<file path="config.mk">
export PLATFORM = sky130hd
export DESIGN_NAME = rx_sequencer
export DESIGN_NICKNAME = d
export VERILOG_FILES = /design/src/rtl/rx_pkg.sv /design/src/rtl/rx_signal_parser.sv /design/src/rtl/rx_sequencer.sv
export SDC_FILE = /design/constraint.sdc
export NUM_CORES = 1
export LEC_CHECK = 0
export CAP_MARGIN = 20
export CORE_MARGIN = 2
export CORE_UTILIZATION = 40
export CTS_BUF_LIST = sky130_fd_sc_hd__clkbuf_8
export DETAILED_ROUTE_END_ITERATION = 8
export PLACE_DENSITY = 0.62
export SYNTH_ARGS = -nofsm -noshare
export SYNTH_HDL_FRONTEND = slang
export SYNTH_SLANG_ARGS = --single-unit
</file>
<file path="constraint.sdc">
create_clock -name clk -period 6.05 [get_ports clk]
set_clock_uncertainty 0.2 [all_clocks]
set_input_delay 0.9075 -clock clk [delete_from_list [all_inputs] [get_ports clk]]
set_output_delay 0.9075 -clock clk [all_outputs]
set_load 0.1 [all_outputs]
</file>
<file path="src/rtl/rx_pkg.sv">
// rx_pkg: shared state, encodings, constants and the RATE lookup used by the
// 802.11a receive sequencer (rx_sequencer) and its SIGNAL parser.
package rx_pkg;

  localparam int SERVICE_BITS = 16;
  localparam int TAIL_BITS    = 6;
  localparam int SIG_BITS     = 24;

  typedef enum logic [2:0] {
    ST_IDLE,
    ST_SIG_FEED,
    ST_SIG_WAIT,
    ST_SIG_CHECK,
    ST_DATA_FEED,
    ST_DATA_DRAIN,
    ST_DONE,
    ST_ERROR
  } state_e;

  typedef enum logic [1:0] {
    MOD_BPSK  = 2'b00,
    MOD_QPSK  = 2'b01,
    MOD_16QAM = 2'b10,
    MOD_64QAM = 2'b11
  } mod_e;

  typedef enum logic [1:0] {
    CR_1_2 = 2'b00,
    CR_2_3 = 2'b01,
    CR_3_4 = 2'b10
  } cr_e;

  typedef enum logic [1:0] {
    ERR_NONE    = 2'b00,
    ERR_RATE    = 2'b01,
    ERR_PARITY  = 2'b10,
    ERR_TIMEOUT = 2'b11
  } err_e;

  typedef struct packed {
    logic       ok;
    mod_e       mod;
    cr_e        cr;
    logic [7:0] ndbps;
  } rate_info_t;

  // RATE field {b0,b1,b2,b3} -> modulation, code rate, data bits per symbol.
  function automatic rate_info_t rate_lookup(input logic [3:0] rate);
    rate_info_t info;
    case (rate)
      4'b1101: info = '{1'b1, MOD_BPSK,  CR_1_2, 8'd24};
      4'b1111: info = '{1'b1, MOD_BPSK,  CR_3_4, 8'd36};
      4'b0101: info = '{1'b1, MOD_QPSK,  CR_1_2, 8'd48};
      4'b0111: info = '{1'b1, MOD_QPSK,  CR_3_4, 8'd72};
      4'b1001: info = '{1'b1, MOD_16QAM, CR_1_2, 8'd96};
      4'b1011: info = '{1'b1, MOD_16QAM, CR_3_4, 8'd144};
      4'b0001: info = '{1'b1, MOD_64QAM, CR_2_3, 8'd192};
      4'b0011: info = '{1'b1, MOD_64QAM, CR_3_4, 8'd216};
      default: info = '{1'b0, MOD_BPSK,  CR_1_2, 8'd0};
    endcase
    return info;
  endfunction

endpackage

</file>
<file path="src/rtl/rx_signal_parser.sv">
// rx_signal_parser: collects the 24 decoded SIGNAL bits (b0 first) and decodes
// RATE, LENGTH and the header sanity checks (parity, reserved, tail).
// hdr_ok is always produced; rx_sequencer only acts on it when
// RX_SIGNAL_PARITY_CHECK_EN is defined.
module rx_signal_parser
  import rx_pkg::*;
(
  input  logic        clk,
  input  logic        rst,
  input  logic        clr,
  input  logic        shift_en,
  input  logic        bit_in,
  output logic        rate_ok,
  output mod_e        mod,
  output cr_e         cr,
  output logic [7:0]  ndbps,
  output logic [11:0] length,
  output logic        hdr_ok
);

  logic [SIG_BITS-1:0] sig_reg;
  logic [3:0]          rate;
  rate_info_t          info;

  // Shift right so that after 24 beats sig_reg[i] holds SIGNAL bit b_i.
  always_ff @(posedge clk) begin
    // NOTE: state registers use non-blocking assignments so every flop in the
    // design samples pre-edge values, independent of block ordering.
    if (rst || clr) begin
      sig_reg <= '0;
    end else if (shift_en) begin
      sig_reg <= {bit_in, sig_reg[SIG_BITS-1:1]};
    end
  end

  assign rate    = {sig_reg[0], sig_reg[1], sig_reg[2], sig_reg[3]};
  assign info    = rate_lookup(rate);
  assign rate_ok = info.ok;
  assign mod     = info.mod;
  assign cr      = info.cr;
  assign ndbps   = info.ndbps;
  assign length  = sig_reg[16:5];

  // Even parity over b0..b17, reserved b4 clear, tail b18..b23 clear.
  assign hdr_ok  = ~(^sig_reg[17:0]) & ~sig_reg[4]
                 & ~(|sig_reg[SIG_BITS-1 -: TAIL_BITS]);

endmodule

</file>
<file path="src/rtl/rx_sequencer.sv">
// rx_sequencer: packet-level controller for the 802.11a receive chain.
// Feeds the SIGNAL symbol at BPSK 1/2, decodes RATE/LENGTH, meters just
// enough DATA symbols into the chain and forwards only the PSDU bits.
// Optional: define RX_SIGNAL_PARITY_CHECK_EN to reject SIGNAL fields with bad
// parity, a set reserved bit or non-zero tail (err_code 10).
module rx_sequencer
  import rx_pkg::*;
#(
  parameter int SYM_GAP       = 200,
  parameter int SIG_TIMEOUT   = 1024,
  parameter int DRAIN_TIMEOUT = 4096
) (
  input  logic        clk,
  input  logic        rst,
  input  logic [51:0] sym_in,
  input  logic        sym_valid,
  output logic        sym_ready,
  output logic [51:0] dp_in,
  output logic        dp_run,
  output logic [1:0]  dp_mod,
  output logic [1:0]  dp_cr,
  output logic        dp_clr,
  input  logic        sig_bit,
  input  logic        sig_bit_valid,
  input  logic        rx_bit,
  input  logic        rx_bit_valid,
  output logic        pld_bit,
  output logic        pld_valid,
  output logic        busy,
  output logic        done,
  output logic        err,
  output logic [1:0]  err_code
);

  localparam logic [15:0] GAP_L      = 16'(SYM_GAP);
  localparam logic [15:0] SIG_TO_L   = 16'(SIG_TIMEOUT - 1);
  localparam logic [15:0] DRAIN_TO_L = 16'(DRAIN_TIMEOUT - 1);
  localparam logic [15:0] SERVICE_L  = 16'(SERVICE_BITS);
  localparam logic [4:0]  SIG_LAST   = 5'(SIG_BITS - 1);

  state_e      state;
  // 16 bits because 22 + 8*4095 does not fit in 15.
  logic [15:0] need;
  logic [15:0] acc;
  logic [15:0] acc_next;
  logic [15:0] psdu_bits;
  logic [15:0] gap_cnt;
  logic [15:0] timer;
  logic [15:0] beat_cnt;
  logic [4:0]  bit_cnt;
  logic        accept;
  logic        start;
  logic        in_payload;

  logic        rate_ok;
  logic        hdr_ok;
  mod_e        mod;
  cr_e         cr;
  logic [7:0]  ndbps;
  logic [11:0] length;

  assign sym_ready  = (state == ST_SIG_FEED) ||
                      ((state == ST_DATA_FEED) && (gap_cnt >= GAP_L));
  assign accept     = sym_valid & sym_ready;
  assign start      = (state == ST_IDLE) & sym_valid;
  assign acc_next   = acc + {8'd0, ndbps};
  assign in_payload = (beat_cnt >= SERVICE_L) && (beat_cnt < SERVICE_L + psdu_bits);
  assign pld_valid  = (state == ST_DATA_DRAIN) & rx_bit_valid & in_payload;
  assign pld_bit    = pld_valid & rx_bit;
  assign busy       = (state != ST_IDLE);

`ifndef RX_SIGNAL_PARITY_CHECK_EN
  logic unused_hdr_ok;
  assign unused_hdr_ok = hdr_ok;
`endif

  rx_signal_parser u_parser (
    .clk      (clk),
    .rst      (rst),
    .clr      (start),
    .shift_en ((state == ST_SIG_WAIT) & sig_bit_valid),
    .bit_in   (sig_bit),
    .rate_ok  (rate_ok),
    .mod      (mod),
    .cr       (cr),
    .ndbps    (ndbps),
    .length   (length),
    .hdr_ok   (hdr_ok)
  );

  // Packet FSM with registered chain controls, pulses and error code.
  always_ff @(posedge clk) begin
    if (rst) begin
      // NOTE: dp_in is a wide datapath register but it is an output that must
      // read zero out of reset, so it is reset along with the control state.
      state     <= ST_IDLE;
      dp_in     <= '0;
      dp_run    <= 1'b0;
      dp_mod    <= MOD_BPSK;
      dp_cr     <= CR_1_2;
      dp_clr    <= 1'b0;
      done      <= 1'b0;
      err       <= 1'b0;
      err_code  <= ERR_NONE;
      need      <= '0;
      acc       <= '0;
      psdu_bits <= '0;
      gap_cnt   <= '0;
      timer     <= '0;
      beat_cnt  <= '0;
      bit_cnt   <= '0;
    end else begin
      dp_run <= 1'b0;
      dp_clr <= 1'b0;
      done   <= 1'b0;
      err    <= 1'b0;
      // Clocks since the last dp_run, saturating once the gap is satisfied.
      if (gap_cnt != GAP_L) gap_cnt <= gap_cnt + 16'd1;

      case (state)
        ST_IDLE: begin
          if (sym_valid) begin
            dp_clr   <= 1'b1;
            dp_mod   <= MOD_BPSK;
            dp_cr    <= CR_1_2;
            err_code <= ERR_NONE;
            state    <= ST_SIG_FEED;
          end
        end

        ST_SIG_FEED: begin
          if (accept) begin
            dp_in   <= sym_in;
            dp_run  <= 1'b1;
            gap_cnt <= '0;
            timer   <= '0;
            bit_cnt <= '0;
            state   <= ST_SIG_WAIT;
          end
        end

        ST_SIG_WAIT: begin
          if (sig_bit_valid) bit_cnt <= bit_cnt + 5'd1;
          if (sig_bit_valid && (bit_cnt == SIG_LAST)) begin
            state <= ST_SIG_CHECK;
          end else if (timer == SIG_TO_L) begin
            state    <= ST_ERROR;
            err      <= 1'b1;
            err_code <= ERR_TIMEOUT;
          end else begin
            timer <= timer + 16'd1;
          end
        end

        ST_SIG_CHECK: begin
          if (!rate_ok || (length == 12'd0)) begin
            state    <= ST_ERROR;
            err      <= 1'b1;
            err_code <= ERR_RATE;
          end
`ifdef RX_SIGNAL_PARITY_CHECK_EN
          else if (!hdr_ok) begin
            state    <= ST_ERROR;
            err      <= 1'b1;
            err_code <= ERR_PARITY;
          end
`endif
          else begin
            dp_mod    <= mod;
            dp_cr     <= cr;
            need      <= 16'd22 + {1'b0, length, 3'b000};
            psdu_bits <= {1'b0, length, 3'b000};
            acc       <= '0;
            state     <= ST_DATA_FEED;
          end
        end

        ST_DATA_FEED: begin
          if (accept) begin
            dp_in   <= sym_in;
            dp_run  <= 1'b1;
            gap_cnt <= '0;
            acc     <= acc_next;
            if (acc_next >= need) begin
              beat_cnt <= '0;
              timer    <= '0;
              state    <= ST_DATA_DRAIN;
            end
          end
        end

        ST_DATA_DRAIN: begin
          if (rx_bit_valid) begin
            beat_cnt <= beat_cnt + 16'd1;
            timer    <= '0;
            if (beat_cnt == SERVICE_L + psdu_bits - 16'd1) begin
              done  <= 1'b1;
              state <= ST_DONE;
            end
          end else if (timer == DRAIN_TO_L) begin
            state    <= ST_ERROR;
            err      <= 1'b1;
            err_code <= ERR_TIMEOUT;
          end else begin
            timer <= timer + 16'd1;
          end
        end

        ST_DONE:  state <= ST_IDLE;
        ST_ERROR: state <= ST_IDLE;
        default:  state <= ST_IDLE;
      endcase
    end
  end

endmodule

</file>
==> impl_metrics.json <==
{
  "status": "finished clean",
  "max_slew_margin": 0.311,
  "synthesis.area_sq_um": 9460,
  "min_period_ps": 5350,
  "switching_share": 0.426,
  "cts_htree_levels": 4,
  "grt_usage": 0.182,
  "grt_pass1_vias": 7391,
  "worstSkewPairLatency_ps": 480,
  "clk_pin_slew_ps": 100,
  "io_buffers": 124,
  "antenna_found_initial": 0,
  "fin_nets": 1389,
  "rows": 56,
  "postCtsHoldBufs": 0,
  "power_frac_seq": 0.406,
  "cts_buffer_depth": 2,
  "drv_cap": 0,
  "fmax_mhz": 187,
  "fin_cells": 1618,
  "largest_reg_flops": 52,
  "period_share": 0.883,
  "hold_path_depth": 2,
  "p_leak_nw": 3.96,
  "pwr_density_cell_nw_per_um2": 303,
  "die_h_microns": 158,
  "cts_resized": 0,
  "cts_buffers": 17,
  "hold_ws_ps": 238,
  "wl_per_cell_microns": 13.7,
  "drtIter0Drc": 512,
  "syn_inst": 1205,
  "vias": 8107,
  "vias_per_cell": 5.01,
  "required_ps": 4940,
  "finalSetupViolations": 0,
  "drcViolationCount": 0,
  "yosysWarnings": 0,
  "hold_path.class": "reg2reg",
  "cts-root-buf": "clkbuf_8",
  "synth_top_area_cell": "dfxtp_1",
  "placed_cells": 1586,
  "synth_top_cells_by_area": "dfxtp_1 41%, nand2_1 9.6%, a21oi_1 6.7%",
  "tightest_slew_ps": 1030,
  "synth_top_area_share": 0.406,
  "drive_gt1_frac": 0.0431,
  "drt_pre_antenna_iters": 5,
  "power_w": 0.00343,
  "p_sw_w": 0.00146,
  "syn_nets": 1308,
  "synth_common_cells": "242 x nand2_1, 192 x dfxtp_1, 126 x a21oi_1",
  "start_kind": "flop",
  "grt-ovfl-total": 0,
  "vdd_drop_max_mv": 0.260,
  "synth_seq_cells": 192,
  "area_growth_pct": 19.7,
  "path_class": "reg2out",
  "io_pins": 125,
  "dp_hpwl_microns": 15400,
  "slew_viol_final": 0,
  "gp_congestion": 0.817,
  "seq_area_frac_synth": 0.406,
  "placed_cell_area_sq_um": 10900,
  "internal_power_w": 0.00197,
  "detail-route-antenna-nets": 0,
  "synthMostInstantiatedCell": "nand2_1",
  "grt_pass1_wl_microns": 36700,
  "clock_sinks": 192,
  "crit_fanout": 10,
  "core_sq_um": 23300,
  "initial_core_util": 0.405,
  "reg2reg_depth": 18,
  "clockPowerShare": 0.255,
  "dieArea_sq_um": 24900,
  "chipWidth_microns": 158,
  "routed_wl_microns": 22200,
  "synthArstFlopShare": 0,
  "p_comb_frac": 0.339,
  "syn_avg_cell_area_sq_um": 7.85,
  "tritoncts": "built",
  "antennaDiodeCount": 0,
  "synth_cell_types": 58,
  "post_cts_buffers": 0,
  "n_fill_cell": 2285,
  "rsz0062_at_grt": "false",
  "finalSetupTns_ps": 0,
  "ys.flop_type": "dfxtp_1",
  "synth_edf_count": 0,
  "grt_max_degree": 89,
  "hold_violations": 0,
  "worst_ep_arrival_time_ps": 4240,
  "cp-end-kind": "output pin",
  "final_area_sq_um": 11300
}
[placed cells by master (no fill, tap or decap), types with 32 or more instances in the layout]
master	synthesis	layout
ha_1	43	43
dfxtp_1	192	192
inv_1	47	47
xor2_1	32	32
a21oi_1	126	126
nor2_1	114	114
nand2_1	242	242
nand3_1	47	47
clkdlybuf4s50_1	0	123
xnor2_1	62	62
[worst max-delay path, cell delays in order (launching register included)]
cell and delay [ps]:
dfxtp_1 520, ha_1 450, and3_1 290, nand4_1 180, xor2_1 200, ha_1 290
nor2b_1 130, o21ai_0 160, nand2_1 80, a211oi_2 200, and2_1 150, clkdlybuf4s50_1 1120
[area by class of cell]
| type | instances | area [sq um] | area share |
|---|---|---|---|
| timing repair buffer | 133 | 1310 | 0.116 |
| tap | 319 | 399 | 0.0352 |
| inverter | 47 | 176 | 0.0156 |
| sequential | 192 | 3840 | 0.339 |
| clock buffer | 17 | 234 | 0.0207 |
| multi-input combinational | 895 | 5170 | 0.457 |
| clock inverter | 15 | 190 | 0.0168 |
[path summary, 6_finish.rpt]
check,from,end,slack [ps]
worst max register to register,acc[2],timer[8],960
worst min register to register,u_parser.info[11],dp_mod[1],240
worst min-delay path,u_parser.info[11],dp_mod[1],240
worst max-delay path,psdu_bits[4],pld_bit,700
[power groups by stage]
| stage | clock network, W | logic [W] | registers [W] |
|---|---|---|---|
| after floorplan | 0 | 0.000506 | 0.00180 |
| after global placement | 0 | 0.00117 | 0.00142 |
| after detailed placement | 0 | 0.00116 | 0.00142 |
| after CTS | 0.000903 | 0.00117 | 0.00139 |
| after global routing | 0.000955 | 0.00125 | 0.00140 |
| final | 0.000876 | 0.00116 | 0.00139 |
[logic make-up (layout without fill, tap and decap cells)]
group,Yosys count,after routing,synth area share
buffers and inverters,118,212,0.0485
AOI/OAI and AO/OA,218,218,0.136
adders and majority gates,44,44,0.0590
xor gates and xnor gates,96,96,0.0918
DFF,192,192,0.406
and+or+nand+nor,529,529,0.249
muxes,8,8,0.00873
[through the flow]
step / setup WS [ps] / utilization
5_1_grt: 384 / 0.485
3_3_place_gp: 828 / 0.467
3_5_place_dp: 909 / 0.467
4_1_cts: 678 / 0.485
2_1_floorplan: 806 / -
6_report: 705 / 0.485
[layer usage]
layer / GRT usage / routed length, microns / vias to the layer above / share of wire
li1: - / - / 4233 / -
met1: 0.249 / 10700 / 3681 / 0.48
met2: 0.277 / 9830 / 171 / 0.44
met3: 0.0553 / 1440 / 22 / 0.065
met4: 0.0472 / 259 / 0 / 0.012
met5: 0 / 0 / - / 0
Power figures use the tool's default switching activity.
